$ cat src/rtl/fetch_stage.sv
// ---------------------------------------------------------------------------
// fetch_stage
//   IF stage and IF/ID pipeline register of the TSC pipelined CPU. Owns the
//   PC, runs the instruction-memory read handshake and loads
//   {inst, pc, pc+1, valid} into IF/ID. Honours hazard stall, branch/jump
//   redirect (flush), and HLT freeze. Counts instructions delivered to IF/ID.
//
// Ports
//   clk, reset_n              clock; synchronous active-low reset
//   i_readM, i_address        instruction read request / address (= pc)
//   i_data, i_ready           returned instruction word / 1-cycle valid pulse
//   stall                     hazard unit hold request
//   redirect_valid/_pc        taken branch/jump: flush IF/ID, retarget pc
//   halt                      HLT decoded: freeze until reset
//   if_id_inst/_pc/_pc_plus1  IF/ID instruction, its address, link value
//   if_id_valid               IF/ID holds a real instruction (0 = bubble)
//   opcode, func_code         decode fields taken straight off if_id_inst
//   num_inst                  instructions loaded into IF/ID (wraps)
// ---------------------------------------------------------------------------
module fetch_stage #(
  parameter int                WORD_W   = 16,
  parameter logic [WORD_W-1:0] RESET_PC = '0
) (
  input  logic              clk,
  input  logic              reset_n,
  output logic              i_readM,
  output logic [WORD_W-1:0] i_address,
  input  logic [WORD_W-1:0] i_data,
  input  logic              i_ready,
  input  logic              stall,
  input  logic              redirect_valid,
  input  logic [WORD_W-1:0] redirect_pc,
  input  logic              halt,
  output logic [WORD_W-1:0] if_id_inst,
  output logic [WORD_W-1:0] if_id_pc,
  output logic [WORD_W-1:0] if_id_pc_plus1,
  output logic              if_id_valid,
  output logic [3:0]        opcode,
  output logic [5:0]        func_code,
  output logic [WORD_W-1:0] num_inst
);

  typedef enum logic [2:0] {
    S_IDLE,
    S_FETCH,
    S_HOLD,
    S_DROP,
    S_HALT
  } state_t;

  // Modulo-2^WORD_W increment shared by pc, pc+1 and the instruction count.
  function automatic logic [WORD_W-1:0] inc_wrap(input logic [WORD_W-1:0] v);
    return v + WORD_W'(1);
  endfunction

  state_t            state_q, state_d;
  logic [WORD_W-1:0] pc_p0, pc_d;
  logic [WORD_W-1:0] skid_p0, skid_d;
  logic [WORD_W-1:0] inst_p1, inst_d;
  logic [WORD_W-1:0] pc_p1, pc_p1_d;
  logic [WORD_W-1:0] pc1_p1, pc1_p1_d;
  logic              vld_p1, vld_d;
  logic [WORD_W-1:0] num_q, num_d;

  always_comb begin
    state_d  = state_q;
    pc_d     = pc_p0;
    skid_d   = skid_p0;
    inst_d   = inst_p1;
    pc_p1_d  = pc_p1;
    pc1_p1_d = pc1_p1;
    vld_d    = vld_p1;
    num_d    = num_q;

    if (state_q == S_HALT) begin
      // Frozen: only reset leaves HALT.
    end else if (halt) begin
      state_d = S_HALT;
      vld_d   = 1'b0;
    end else if (redirect_valid) begin
      pc_d  = redirect_pc;
      vld_d = 1'b0;
      case (state_q)
        // A request still in flight must have its response swallowed.
        S_FETCH: state_d = i_ready ? S_FETCH : S_DROP;
        // The squashed response may arrive in the same cycle as a second
        // redirect; once it is seen there is nothing left to wait for.
        S_DROP:  state_d = i_ready ? S_FETCH : S_DROP;
        default: state_d = S_FETCH;
      endcase
    end else begin
      case (state_q)
        S_IDLE: state_d = S_FETCH;
        S_FETCH: begin
          if (i_ready && stall) begin
            // Memory will not replay the word, so park it until stall drops.
            skid_d  = i_data;
            state_d = S_HOLD;
          end else if (i_ready) begin
            inst_d   = i_data;
            pc_p1_d  = pc_p0;
            pc1_p1_d = inc_wrap(pc_p0);
            vld_d    = 1'b1;
            pc_d     = inc_wrap(pc_p0);
            num_d    = inc_wrap(num_q);
          end else if (!stall) begin
            vld_d = 1'b0;
          end
        end
        S_HOLD: begin
          if (!stall) begin
            inst_d   = skid_p0;
            pc_p1_d  = pc_p0;
            pc1_p1_d = inc_wrap(pc_p0);
            vld_d    = 1'b1;
            pc_d     = inc_wrap(pc_p0);
            num_d    = inc_wrap(num_q);
            state_d  = S_FETCH;
          end
        end
        S_DROP: begin
          if (i_ready) state_d = S_FETCH;
        end
        default: state_d = S_IDLE;
      endcase
    end
  end

  // ---- IF (p0) / IF-ID (p1) register boundary ----
  always_ff @(posedge clk) begin
    if (!reset_n) begin
      state_q <= S_IDLE;
      pc_p0   <= RESET_PC;
      skid_p0 <= '0;
      inst_p1 <= '0;
      pc_p1   <= '0;
      pc1_p1  <= '0;
      vld_p1  <= 1'b0;
      num_q   <= '0;
    end else begin
      state_q <= state_d;
      pc_p0   <= pc_d;
      skid_p0 <= skid_d;
      inst_p1 <= inst_d;
      pc_p1   <= pc_p1_d;
      pc1_p1  <= pc1_p1_d;
      vld_p1  <= vld_d;
      num_q   <= num_d;
    end
  end

  assign i_readM        = (state_q == S_FETCH);
  assign i_address      = pc_p0;
  assign if_id_inst     = inst_p1;
  assign if_id_pc       = pc_p1;
  assign if_id_pc_plus1 = pc1_p1;
  assign if_id_valid    = vld_p1;
  assign opcode         = inst_p1[WORD_W-1 -: 4];
  assign func_code      = inst_p1[5:0];
  assign num_inst       = num_q;

endmodule
$ cat config.mk
export PLATFORM = sky130hd
export DESIGN_NAME = fetch_stage
export DESIGN_NICKNAME = d
export VERILOG_FILES = /design/src/rtl/fetch_stage.sv
export SDC_FILE = /design/constraint.sdc
export NUM_CORES = 1
export LEC_CHECK = 0
export CORE_AREA = 2 2 101 200
export CTS_CLUSTER_DIAMETER = 50
export CTS_CLUSTER_SIZE = 8
export DETAILED_ROUTE_END_ITERATION = 8
export DIE_AREA = 0 0 103 202
export MAX_ROUTING_LAYER = met4
export PLACE_DENSITY = 0.5
export RECOVER_POWER = 25
export SLEW_MARGIN = 10
export SYNTH_ARGS = -nofsm -noshare
export SYNTH_HDL_FRONTEND = slang
export SYNTH_SLANG_ARGS = --single-unit
$ cat constraint.sdc
create_clock -name clk -period 2.2 [get_ports clk]
set_clock_uncertainty 0.05 [all_clocks]
set_input_delay 0.22 -clock clk [delete_from_list [all_inputs] [get_ports clk]]
set_output_delay 0.22 -clock clk [all_outputs]
set_load 0.005 [all_outputs]
==> results.sh <==
export IMPL_outcome="finished clean"
export IMPL_period_share_pct=90.5
export IMPL_cts_buffers=9
export IMPL_synth_cells=538
export IMPL_drive_gt1_share_pct=12.3
export IMPL_core_sq_um=19300
export IMPL_yosysSeqAreaShare_pct=42.2
export IMPL_synth_top_cell_area_share_pct=42.2
export IMPL_maxSlewViolCount=0
export IMPL_ys_flop_type="dfxtp_1"
export IMPL_synth_async_reset_ratio_pct=0
export IMPL_critPathMaxFanout=12
export IMPL_p_leak_nw=2.52
export IMPL_p_seq_share_pct=48.3
export IMPL_drc=0
export IMPL_clkLatencyLatePin_ns=0.36
export IMPL_dp_hpwl_microns=10900
export IMPL_rows=72
export IMPL_diodes=0
export IMPL_ctsHoldBuffers=0
export IMPL_final_net_count=704
export IMPL_multi_input_area_sq_um=2450
export IMPL_p_switching_mw=1.02
export IMPL_grt_pass1_vias=4409
export IMPL_final_core_util_pct=34.6
export IMPL_min_period_ns=1.99
export IMPL_dr_pass1_iters=4
export IMPL_cts_tree="done"
export IMPL_cp_num_buf_inv=1
export IMPL_area_growth_pct=40.5
export IMPL_critPathLaunchType="flop"
export IMPL_mostFrequentLayoutCell="dfxtp_1"
export IMPL_path_clk_slew_ns=0.08
export IMPL_most_common_layout_cells="dfxtp_1, clkdlybuf4s50_1, nor2_1, nand2_1, dlygate4sd3_1"
export IMPL_cts_buffer_depth=2
export IMPL_start_util_pct=24.6
export IMPL_power_total_mw=3.85
export IMPL_fp_dieH_microns=202
export IMPL_setup_ws_ns=0.209
export IMPL_fillers=2027
export IMPL_seq_area_sq_um=2000
export IMPL_pin_count=130
export IMPL_synth_area_sq_um=4750
export IMPL_rsz0062_at_grt="false"
export IMPL_antenna_found_initial=0
export IMPL_die_area_sq_um=20800
export IMPL_dpl_worst_slack_ns=-0.00760
export IMPL_place_inst=912
export IMPL_synth_cell_types=59
export IMPL_drv_cap=0
export IMPL_cts_htree_levels=3
export IMPL_slowest_stage="dfxtp_1"
export IMPL_crit_arrival_ns=2.19
export IMPL_ir_worst_vdd_mv=0.326
export IMPL_clock_root_buffer="clkbuf_16"
export IMPL_drtAntennaViolNets=0
export IMPL_slew_limit_headroom_pct=67.9
export IMPL_place_gp_congestion=0.865
export IMPL_syn_num_nets=578
export IMPL_fmax_ghz=0.502
export IMPL_setup_violations_final=0
export IMPL_synth_edf_count=0
export IMPL_crit_chain="buf_4 -> nor3b_1 -> a211oi_4 -> o31a_4 -> o21ai_0 -> a32o_1"
export IMPL_clkSinkCount=100
export IMPL_io_buffers=129
export IMPL_hold_class="primary input to flop"
export IMPL_power_density_nw_per_um2=577
export IMPL_combPwrFrac_pct=10.1
export IMPL_wirelength_microns=14500
export IMPL_final_cells=928
export IMPL_synth_area_leaders="dfxtp_1, mux2i_1, nor2_1"
export IMPL_grt_total_usage_pct=14.7
export IMPL_crit_family="compound AO/OA/AOI/OAI gates"
export IMPL_worstSetupPathType="flop to flop"
export IMPL_die_w_microns=103
export IMPL_drtIter0Drc=116
export IMPL_ys_warn_count=0
export IMPL_final_hold_violation_count=0
export IMPL_grt_max_degree=40
export IMPL_synth_seq_cells=100
export IMPL_dr_total_vias=4316
export IMPL_clkPwrFrac_pct=41.5
export IMPL_yosys_area_top_type="dfxtp_1"
export IMPL_end_kind="flop"
export IMPL_tightest_slew_ns=0.480
export IMPL_syn_area_per_cell_sq_um=8.82
export IMPL_slowest_delay_ns=0.46
export IMPL_grt_pass1_wl_microns=23000
export IMPL_avgRoutedWirePerCell_microns=15.6
export IMPL_grt_ovfl_total=0
export IMPL_via_per_inst=4.65
export IMPL_cp_data_required_time_ns=2.40
export IMPL_switching_share_pct=26.5
export IMPL_p_int_mw=2.83
==> what timing repair did <==
action                                  4_1_cts  5_1_grt
resized for setup                             0        2
endpoints found under the setup margin        0        1
buffers inserted                              0        0
==> per-stage QoR <==
step / cell area [sq um] / hold WS [ns] / setup TNS, ns
finish: 6670 / 0.357 / 0
global route: 6670 / 0.367 / 0
CTS: 6660 / 0.336 / 0
detailed placement: 6370 / 0.400 / -0.00760
global placement: 6370 / 0.395 / -0.00349
floorplan: 4750 / 0.291 / 0
==> layout make-up <==
cell class                      instances  share of cell area [%]
Tap cell                              259                    4.86
Clock buffer                            9                    3.38
Multi-Input combinational cell        381                    36.7
Inverter                                4                   0.225
Timing Repair Buffer                  168                    23.9
Sequential cell                       100                    30.0
Clock inverter                          7                   0.975
==> cells in the mapped netlist, types with 6 or more instances <==
| library cell | count |
|---|---|
| nand3_1 | 12 |
| dfxtp_1 | 100 |
| mux2i_1 | 38 |
| a211oi_1 | 22 |
| nor2_1 | 78 |
| buf_2 | 13 |
| xnor2_1 | 20 |
| nand2b_1 | 6 |
| nand4_1 | 6 |
| nand2_1 | 66 |
| o21ai_0 | 14 |
| buf_4 | 13 |
| a21oi_1 | 37 |
| clkbuf_1 | 19 |
==> power groups by stage <==
stage / registers [mW] / logic, mW / clock network [mW]
after floorplan: 1.90 / 0.200 / 0
after global placement: 1.90 / 0.387 / 0
after detailed placement: 1.90 / 0.392 / 0
after CTS: 1.86 / 0.395 / 1.67
after global routing: 1.87 / 0.428 / 1.74
final: 1.86 / 0.390 / 1.60
==> state kept, by name (all words and copies together), names as in the netlist <==
| name | cells |
|---|---|
| i_address | 16 |
| if_id_inst | 16 |
| if_id_pc | 16 |
| if_id_pc_plus1 | 16 |
| if_id_valid | 1 |
| num_inst | 16 |
| skid_p0 | 16 |
| state_q | 3 |
==> per-layer routing <==
metal | share of wire, % | GRT usage (%) | vias to the layer above | routed length, microns
li1 | - | - | 2129 | -
met1 | 40 | 15.9 | 2047 | 5750
met2 | 54 | 25.7 | 122 | 7800
met3 | 3.8 | 2.39 | 18 | 549
met4 | 2.6 | 6.30 | 0 | 380
met5 | 0 | - | - | 0
==> kinds of logic after synthesis <==
logic type               after synthesis  share of synthesized area (%)
AO/OA/AOI/OAI                        117                           18.0
XOR/XNOR                              26                           5.19
adder cells (fa/ha/maj)                2                          0.527
buffers and inverters                 57                           6.67
flip-flops                           100                           42.2
multiplexers                          38                           8.01
AND/OR/NAND/NOR                      198                           19.5
==> final timing paths <==
check | startpoint | endpoint | slack, ns | cells past startpoint
worst min-delay path | redirect_valid | i_address[9]$_SDFFE_PN0P_ | 0.36 | 4
worst max register to register | state_q[1]$_SDFFE_PN0P_ | i_address[15]$_SDFFE_PN0P_ | 0.21 | 6
worst max-delay path | state_q[1]$_SDFFE_PN0P_ | i_address[15]$_SDFFE_PN0P_ | 0.21 | 6
worst min register to register | if_id_pc[1]$_SDFFE_PN0P_ | if_id_pc[1]$_SDFFE_PN0P_ | 0.40 | 2
==> worst reg2reg max path, stage by stage, from the launching register on <==
cell and delay [ns]:
dfxtp_1 0.46, buf_4 0.20, nor3b_1 0.09, a211oi_4 0.40
o31a_4 0.32, o21ai_0 0.11, a32o_1 0.26
Note: power is estimated with default switching activity, not from simulation.
